**src/rtl/mem_arbiter_pkg.sv**
```systemverilog
// Shared widths, state codes and grant encoding for the fetch / load-store
// single-port RAM arbiter.
package mem_arbiter_pkg;

  localparam int ADDR_W = 16;
  localparam int DATA_W = 16;

  typedef enum logic [1:0] {
    MEM_ARB_IDLE     = 2'd0,
    MEM_ARB_IF_WAIT  = 2'd1,
    MEM_ARB_MEM_WAIT = 2'd2
  } arb_state_t;

  typedef enum logic {
    GRANT_IF  = 1'b0,
    GRANT_MEM = 1'b1
  } grant_t;

endpackage

```
**src/rtl/mem_arbiter.sv**
```systemverilog
// Arbitrates a fetch port and a load/store port onto one single-port RAM.
// Each access is a grant cycle followed by one wait cycle carrying the ready pulse.
module mem_arbiter
  import mem_arbiter_pkg::*;
(
  input  logic              clk,
  input  logic              rst,
  input  logic              if_req_i,
  input  logic [ADDR_W-1:0] if_addr_i,
  output logic              if_ready_o,
  output logic [DATA_W-1:0] if_rdata_o,
  input  logic              mem_req_i,
  input  logic              mem_wen_i,
  input  logic [ADDR_W-1:0] mem_addr_i,
  input  logic [DATA_W-1:0] mem_wdata_i,
  output logic              mem_ready_o,
  output logic [DATA_W-1:0] mem_rdata_o,
  output logic              ram_en_o,
  output logic              ram_we_o,
  output logic [ADDR_W-1:0] ram_addr_o,
  output logic [DATA_W-1:0] ram_wdata_o,
  input  logic [DATA_W-1:0] ram_rdata_i,
  output logic              stall_o
);

  arb_state_t state_reg, state_next;
  grant_t     last_grant_reg, last_grant_next;
  logic       store_reg, store_next;
  logic       grant_mem, grant_if;

  always_ff @(posedge clk or posedge rst) begin
    if (rst) begin
      state_reg      <= MEM_ARB_IDLE;
      last_grant_reg <= GRANT_IF;
      store_reg      <= 1'b0;
    end else begin
      state_reg      <= state_next;
      last_grant_reg <= last_grant_next;
      store_reg      <= store_next;
    end
  end

  // On a conflict the port that did not win last time gets the RAM.
  assign grant_mem = mem_req_i & (~if_req_i | (last_grant_reg == GRANT_IF));
  assign grant_if  = if_req_i & ~grant_mem;

  always_comb begin
    state_next      = state_reg;
    last_grant_next = last_grant_reg;
    store_next      = store_reg;
    if_ready_o      = 1'b0;
    if_rdata_o      = '0;
    mem_ready_o     = 1'b0;
    mem_rdata_o     = '0;
    ram_en_o        = 1'b0;
    ram_we_o        = 1'b0;
    ram_addr_o      = '0;
    ram_wdata_o     = '0;
    stall_o         = 1'b0;

    case (state_reg)
      MEM_ARB_IDLE: begin
        if (grant_mem) begin
          ram_en_o        = 1'b1;
          ram_we_o        = mem_wen_i;
          ram_addr_o      = mem_addr_i;
          ram_wdata_o     = mem_wdata_i;
          state_next      = MEM_ARB_MEM_WAIT;
          last_grant_next = GRANT_MEM;
          store_next      = mem_wen_i;
        end else if (grant_if) begin
          ram_en_o        = 1'b1;
          ram_addr_o      = if_addr_i;
          state_next      = MEM_ARB_IF_WAIT;
          last_grant_next = GRANT_IF;
        end
      end
      MEM_ARB_IF_WAIT: begin
        if_ready_o = 1'b1;
        if_rdata_o = ram_rdata_i;
        state_next = MEM_ARB_IDLE;
      end
      MEM_ARB_MEM_WAIT: begin
        // The store flag is captured at grant so a dropped request still completes correctly.
        mem_ready_o = 1'b1;
        mem_rdata_o = store_reg ? '0 : ram_rdata_i;
        state_next  = MEM_ARB_IDLE;
      end
      default: state_next = MEM_ARB_IDLE;
    endcase

    stall_o = (mem_req_i & ~mem_ready_o) | (if_req_i & ~if_ready_o);

    // Outputs are combinational from live inputs, so reset must mask them directly.
    if (rst) begin
      if_ready_o  = 1'b0;
      if_rdata_o  = '0;
      mem_ready_o = 1'b0;
      mem_rdata_o = '0;
      ram_en_o    = 1'b0;
      ram_we_o    = 1'b0;
      ram_addr_o  = '0;
      ram_wdata_o = '0;
      stall_o     = 1'b0;
    end
  end

endmodule

```
**config.mk**
```make
export PLATFORM = sky130hd
export DESIGN_NAME = mem_arbiter
export DESIGN_NICKNAME = d
export VERILOG_FILES = /design/src/rtl/mem_arbiter_pkg.sv /design/src/rtl/mem_arbiter.sv
export SDC_FILE = /design/constraint.sdc
export NUM_CORES = 1
export LEC_CHECK = 0
export CAP_MARGIN = 15
export CORE_ASPECT_RATIO = 0.6
export CORE_MARGIN = 1.5
export CORE_UTILIZATION = 22
export CTS_BUF_LIST = sky130_fd_sc_hd__clkbuf_4 sky130_fd_sc_hd__clkbuf_8
export CTS_CLUSTER_DIAMETER = 100
export DETAILED_ROUTE_END_ITERATION = 10
export GPL_ROUTABILITY_DRIVEN = 0
export PLACE_DENSITY = 0.81
export SETUP_SLACK_MARGIN = 0.5
export SYNTH_ARGS = -nofsm -noshare
export SYNTH_HDL_FRONTEND = slang
export SYNTH_SLANG_ARGS = --single-unit
```
**constraint.sdc**
```tcl
create_clock -name clk -period 2 [get_ports clk]
set_clock_uncertainty 0.2 [all_clocks]
set_input_delay 0.4 -clock clk [delete_from_list [all_inputs] [get_ports clk]]
set_output_delay 0.4 -clock clk [all_outputs]
set_load 0.01 [all_outputs]
```
; ---- After elaboration in Yosys (flattened, before gate mapping)
; Index checks and enable logic that the tools add are counted.
[word_totals]
out_inout_bits = 69
reg_bits = 4
elab_cells = 50
[op_classes]
eq_ne = 3
n_mux = 29
n_reduce_logical = 4
n_bitwise = 11
[ops]
columns = operator, count
row1 = $mux 16, 12
row2 = $mux 1, 14
row3 = $mux 2, 3
row4 = $not 1->1, 5
row5 = $and 1x1->1, 4
row6 = $reduce_and 2->1, 2
row7 = $ne 3x3->1 const B, 1
row8 = $eq 2x1->1 const B, 1
row9 = $eq 2x2->1 const B, 1
row10 = $logic_not 2->1, 1
row11 = $or 1x1->1, 2
row12 = $reduce_bool 2->1, 1

; ---- Longest topological paths before layout
; Gate-level depths: netlist of run 1.
[logic_depth]
depth_word = 9
mapped_depth = 5

; ---- Worst setup path before layout of run 1
; OpenSTA, ideal clock, no wires.
[synth_path]
path_kind = flip-flop to output port
from = register state_reg[0]
to = output port ram_addr_o[10]
path_buffers = 2
slack_ns = 0.082
t_required_ns = 1.400
path_stages_with_launch = 5
arrival_ns = 1.318
cell_sequence = dfrtp_1 or3_1 buf_4 buf_2 a21oi_1
[synth_via]
elab_chain_len = 3
[synth_rtl]
columns = element, line_no
row1 = start: declaration, mem_arbiter.sv:26  ; arb_state_t state_reg, state_next;
row2 = start signal: assignment, mem_arbiter.sv:37  ; state_reg <= state_next;
row3 = $logic_not 2->1, mem_arbiter.sv:61  ; case (state_reg)
row4 = $mux 16, mem_arbiter.sv:61
row5 = $mux 16, mem_arbiter.sv:95  ; if (rst) begin
row6 = end: declaration, mem_arbiter.sv:20  ; output logic [ADDR_W-1:0] ram_addr_o,
; Every way passes these cells.

; ---- Worst setup path after layout of run 1
[layout_path]
from = register state_reg[0]
to = output port ram_addr_o[7]
; The elaborated chain is that of the path after synthesis.

==> results of run 1 <==
==> per-layer routing <==
layer / wire, um / vias up / global-route usage, % / part of all wire, %
met5: 0 / - / 0 / 0
met4: 252 / 0 / 6.11 / 3.8
met3: 374 / 22 / 4.20 / 5.6
met2: 3390 / 102 / 48.8 / 51
met1: 2640 / 848 / 32.0 / 40
li1: - / 819 / - / -
==> layout make-up <==
| cell class | instances | area [um2] | share of cell area, % |
|---|---|---|---|
| multi-input combinational | 121 | 973 | 31.4 |
| tap | 47 | 58.8 | 1.90 |
| inverter | 2 | 7.51 | 0.242 |
| clock buffer | 3 | 41.3 | 1.33 |
| timing repair buffer | 189 | 1920 | 61.9 |
| sequential | 4 | 100 | 3.23 |
==> Yosys cell counts, drive strengths merged <==
cell / n / area share [%]
a21boi: 1 / 1.3
nand2: 17 / 7.6
and2: 49 / 36
a21oi: 19 / 11
clkbuf: 4 / 1.8
or3: 1 / 0.74
nor3b: 1 / 0.89
dfrtp: 4 / 12
a31oi: 1 / 0.74
mux2: 1 / 1.3
nand2b: 2 / 1.5
a21bo: 1 / 1.2
inv: 2 / 0.89
buf: 6 / 5.3
nor2: 6 / 4.6
nand3: 16 / 9.5
nor3: 3 / 3.0
==> how the worst max path moves through the flow <==
stage / from / end / slack [ps] / cells after the start
final: state_reg[0]$_DFFE_PP0P_ / ram_addr_o[7] / -270 / 5
after global routing: state_reg[0]$_DFFE_PP0P_ / ram_we_o / -320 / 6
after CTS: state_reg[1]$_DFFE_PP0P_ / ram_wdata_o[0] / -250 / 6
after detailed placement: rst / ram_addr_o[15] / -860 / 5
after global placement: rst / ram_addr_o[3] / -840 / 5
after floorplan: rst / ram_wdata_o[10] / 110 / 5
==> metrics by stage <==
stage          std cells  util (%)  hold WS [ps]  worst slack (ps)
6_report             366      84.7           235              -273
4_1_cts              359      79.3           211              -253
5_1_grt              366      84.7           250              -317
3_3_place_gp         321      68.5           362              -844
3_5_place_dp         321      68.5           371              -860
2_1_floorplan        134         -         -33.9               106
==> what timing repair did <==
| action | CTS | global route |
|---|---|---|
| gates resized for setup | 329 | 78 |
| pin swaps | 19 | 24 |
| gates cloned | 5 | 0 |
| setup buffers | 30 | 7 |
| hold endpoints to repair | 0 | 0 |
| endpoints found under the setup margin | 71 | 70 |
==> critical path, stage by stage, from the launching register on <==
cell     delay (ps)
dfrtp_1         410
or3_4           440
buf_4           170
buf_12          150
a21oi_2         120
buf_2           160
==> report_power, final <==
part	switching (mW)	leakage (nW)	internal (mW)
sequential	0.0395	0.0489	0.112
combinational	0.545	1.38	0.777
clock	0.0444	0.0216	0.128
total	0.629	1.45	1.02
==> logic make-up (layout without fill, tap and decap cells) <==
family                 after synthesis  count (layout)  synth area share (%)
AND/OR/NAND/NOR                     95              97                  64.2
multiplexers                         1               1                  1.34
AO/OA/AOI/OAI                       22              23                  14.6
flip-flops                           4               4                  11.9
buffers and inverters               12             194                  8.02
==> cells in the final DEF (no fill, tap or decap) <==
cell,Yosys,final
a21bo_4,0,2
a21boi_4,0,1
a21oi_1,19,3
a21oi_2,0,15
a21oi_4,0,1
a31oi_1,1,1
and2_1,49,3
and2_4,0,46
buf_12,0,4
buf_16,0,2
buf_2,3,21
buf_4,1,14
buf_6,2,81
clkbuf_2,0,2
clkbuf_8,0,3
clkdlybuf4s50_1,0,65
dfrtp_1,4,4
inv_1,2,2
mux2_4,0,1
nand2_1,17,17
nand2b_4,0,2
nand3_1,16,16
nor2_1,5,2
nor2_2,0,1
nor2_4,0,4
nor2_8,1,1
nor3_2,2,1
nor3_4,0,2
nor3b_2,0,1
or3_4,0,1
==> metrics.md, run 1 <==
| Metric | Value |
|---|---|
| Syn. warnings | `0` |
| Critical-path maximum fanout | `17` |
| Post-route setup slack | `-273 ps` |
| Syn_area_per_cell | `6.28 um2` |
| Cells after Synth | `134` |
| Dpl hpwl | `3.59 mm` |
| Share of cells above drive strength 1 | `64.6%` |
| Fill cells | `between 150 and 200` |
| DIE HEIGHT | `between 50 and 60 um` |
| R2R Path End | `store_reg$_DFFE_PP0P_` |
| P per Cell Area | `~530 mW/mm2` |
| Critical path type | `reg2out` |
| Initial Util | `a little under a quarter` |
| Overall routing resource usage | `26.1%` |
| Worst-path clk slew | `30 ps` |
| Crit. End Element | `output port` |
| # hold bufs at CTS | `0` |
| Fmax | `0.440 GHz` |
| Failing checks | `negative setup slack` |
| Max-slew headroom | `approximately 87%` |
| Fin area | `0.00310 mm2` |
| First-pass GRT wire length | `8.81 mm` |
| CTS Sinks | `4` |
| Final worst-path cycle share | `114%` |
| Routed wire length | `6.66 mm` |
| Worst VDD drop | `0.748 mV` |
| Number of global-route vias before repair | `approximately 1,700` |
| Die area | `between 0.004 and 0.005 mm2` |
| Crit path DAT | `1670 ps` |
| Depth of the most critical reg-to-reg path | `4` |
| Cts bufs inserted | `3` |
| Worst R2R Setup Slack | `410 ps` |
| Setup TNS | `-12,980 ps` |
| Tightest Pin Transition | `197 ps` |
| Overflow after GRT | `0` |
| Bufs on Longest Clock Path | `2` |
| Max reg flops | `2` |
| Clock Latency Late Sink | `220 ps` |
| Synthesized area | `between 800 and 900 um2` |
| Maxcap violations | `0` |
| Hold Vio Cnt, Final | `0` |
| Ports | `138` |
| N_diodes | `0` |
| Core footprint | `0.00366 mm2` |
| Largest net degree at the start of global routing | `18` |
| Initial antenna violation count | `0` |
| Register bit total from synthesis | `4` |
| Sequential element share of the synthesized area | `11.9%` |
| TritonRoute pass-1 iters | `4` |
| DR iter-0 viols | `96` |
| Die width | `82.9 um` |
| Htree depth | `1` |
| Remaining DRCs | `0` |
| Syn Nets | `203` |
| Final Setup Violations | `67` |
| Status | `complete, but fails checks` |
| Final antenna-violating net count | `0` |
| Row Count | `17` |
| Routed vias/inst | `4.89` |
| RSZ-0062 raised after global routing | `true` |
| DP Area | `0.00250 mm2` |
| Yosys cell types | `21` |
| Pwr Total | `1.65 mW` |
| Via count | `between 1,500 and 2,000` |
| Area Overhead vs Synth | `268%` |
| Root Buffer Master | `clkbuf_8` |
| Final Max Tran Viols | `0` |
| WL per Instance | `between 15 and 20 um` |
| Number of port buffers | `137` |
| Static Leak | `approximately 1.5 nW` |
| Worst r2r src | `last_grant_reg$_DFFE_PP0N_` |
| Hold WC Path Type | `in2async` |
| Fin nets | `390` |
| Critical Path RT | `1400 ps` |
| TritonCTS clock tree | `done` |
| Minimum clock period | `2270 ps` |
| Crit start category | `register` |
No activity file was read; power rests on OpenSTA's default activity.
==> inputs of run 2 (changes only) <==
--- a/config.mk
+++ b/config.mk
@@ -6,15 +6,18 @@
 export NUM_CORES = 1
 export LEC_CHECK = 0
 export CAP_MARGIN = 15
+export CELL_PAD_IN_SITES_DETAIL_PLACEMENT = 2
+export CELL_PAD_IN_SITES_GLOBAL_PLACEMENT = 2
 export CORE_ASPECT_RATIO = 0.6
 export CORE_MARGIN = 1.5
-export CORE_UTILIZATION = 22
+export CORE_UTILIZATION = 10
 export CTS_BUF_LIST = sky130_fd_sc_hd__clkbuf_4 sky130_fd_sc_hd__clkbuf_8
 export CTS_CLUSTER_DIAMETER = 100
 export DETAILED_ROUTE_END_ITERATION = 10
 export GPL_ROUTABILITY_DRIVEN = 0
-export PLACE_DENSITY = 0.81
+export PLACE_DENSITY_LB_ADDON = 0.1
 export SETUP_SLACK_MARGIN = 0.5
+export SLEW_MARGIN = 0
 export SYNTH_ARGS = -nofsm -noshare
 export SYNTH_HDL_FRONTEND = slang
 export SYNTH_SLANG_ARGS = --single-unit
==> metrics.md, run 2 (synthesis results as in run 1) <==
| Metric | Value |
|---|---|
| # hold bufs at CTS | `0` |
| DR iter-0 viols | `14` |
| Failing checks | `negative setup slack` |
| Largest net degree at the start of global routing | `17` |
| DIE HEIGHT | `74.1 um` |
| Hold Vio Cnt, Final | `0` |
| Final Setup Violations | `67` |
| Overall routing resource usage | `14.1%` |
| Clock Latency Late Sink | `220 ps` |
| TritonCTS clock tree | `done` |
| P per Cell Area | `roughly 520 mW/mm2` |
| Routed vias/inst | `around 3.9` |
| Worst VDD drop | `0.164 mV` |
| Core footprint | `0.00801 mm2` |
| First-pass GRT wire length | `9.76 mm` |
| Via count | `1,635` |
| N_diodes | `0` |
| Routed wire length | `approximately 6.7 mm` |
| Die area | `0.00900 mm2` |
| Hold WC Path Type | `in2async` |
| Crit path DAT | `1660 ps` |
| Row Count | `25` |
| Maxcap violations | `0` |
| Final antenna-violating net count | `0` |
| Root Buffer Master | `clkbuf_8` |
| WL per Instance | `around 16 um` |
| Crit start category | `primary input` |
| Area Overhead vs Synth | `258%` |
| Critical Path RT | `roughly 1400 ps` |
| Minimum clock period | `2260 ps` |
| Number of global-route vias before repair | `1,703` |
| Ports | `138` |
| Dpl hpwl | `4.87 mm` |
| Remaining DRCs | `0` |
| Number of port buffers | `137` |
| TritonRoute pass-1 iters | `3` |
| Critical-path maximum fanout | `3` |
| Final Max Tran Viols | `0` |
| Setup TNS | `-10,750 ps` |
| Critical path type | `in2out` |
| Post-route setup slack | `-262 ps` |
| Status | `complete, but fails checks` |
| Initial Util | `10.5%` |
| Cts bufs inserted | `3` |
| Die width | `between 100 and 150 um` |
| CTS Sinks | `4` |
| Tightest Pin Transition | `193 ps` |
| Bufs on Longest Clock Path | `2` |
| Fmax | `between 0.4 and 0.5 GHz` |
| Max-slew headroom | `about 87%` |
| Share of cells above drive strength 1 | `59.8%` |
| Initial antenna violation count | `0` |
| Crit. End Element | `output port` |
| Htree depth | `1` |
| Worst-path clk slew | `30 ps` |
| Max reg flops | `2` |
| Most common cell after layout, fill and taps aside | `clkdlybuf4s50_1` |
| Final worst-path cycle share | `113%` |
| Fin nets | `382` |
| RSZ-0062 raised after global routing | `true` |
| Static Leak | `1.40 nW` |
| Setup WS pre-CTS | `-866 ps` |
| Overflow after GRT | `0` |
| Most frequent cells in the layout | `clkdlybuf4s50_1, buf_6, and2_4, buf_2, buf_4` |
## run 2: path summary, 6_finish.rpt
kind	start	end	slack, ps	depth (start not counted)
max reg2reg	last_grant_reg$_DFFE_PP0N_	store_reg$_DFFE_PP0P_	240	5
min in group clk	store_reg$_DFFE_PP0P_	store_reg$_DFFE_PP0P_	370	1
max in group asynchronous	rst	last_grant_reg$_DFFE_PP0N_	1190	4
min	rst	store_reg$_DFFE_PP0P_	250	4
max	rst	ram_wdata_o[15]	-260	8
min reg2reg	store_reg$_DFFE_PP0P_	store_reg$_DFFE_PP0P_	370	1
## run 2: cell type report
class | instances | area [um2]
Clock buffer | 3 | 41.3
Fill cell | 884 | 5000
Inverter | 2 | 7.51
Multi-Input combinational cell | 120 | 932
Sequential cell | 4 | 100
Tap cell | 108 | 135
Timing Repair Buffer | 182 | 1790
## run 2: critical path, stage by stage
cell and delay (ps):
clkdlybuf4s15_1 200, or3_4 400, buf_12 140, nor2_4 110, buf_6 110, buf_6 80
and2_4 120, buf_6 90
## run 2: layer usage
metal | part of all wire, % | vias to the layer above | global-route usage, %
met5 | 0 | - | 0
met4 | 0.12 | 0 | 1.18
met3 | 8.1 | 3 | 4.68
met2 | 46 | 68 | 23.0
met1 | 46 | 762 | 19.0
li1 | - | 802 | -
## run 2: per-stage QoR
stage	cells	power [mW]	area, um2	util, %	hold WS (ps)
global route	419	1.67	3010	37.6	271
finish	419	1.57	3010	37.6	250
floorplan	134	0.575	1020	-	-33.9
detailed placement	387	1.12	2630	32.9	367
global placement	387	1.11	2630	32.9	367
CTS	416	1.52	2930	36.6	243
## run 2: repair_timing
action,4_1_cts,5_1_grt
pin swaps,20,13
resized for setup,343,16
setup buffers,22,3
setup endpoints to repair,71,71
cloned,4,0
## run 2: power breakdown
part           internal [mW]  switching [mW]  total [mW]
Combinational          0.747           0.514        1.26
Sequential             0.112          0.0266       0.139
Clock                  0.128          0.0424       0.171
Total                  0.987           0.583        1.57
==> inputs of run 3 (changes only) <==
--- a/config.mk
+++ b/config.mk
@@ -13,6 +13,7 @@
 export CORE_UTILIZATION = 10
 export CTS_BUF_LIST = sky130_fd_sc_hd__clkbuf_4 sky130_fd_sc_hd__clkbuf_8
 export CTS_CLUSTER_DIAMETER = 100
+export CTS_CLUSTER_SIZE = 30
 export DETAILED_ROUTE_END_ITERATION = 10
 export GPL_ROUTABILITY_DRIVEN = 0
 export PLACE_DENSITY_LB_ADDON = 0.1
==> results of run 3 <==
Final layout, timing and power as in run 2 (identical DEF).
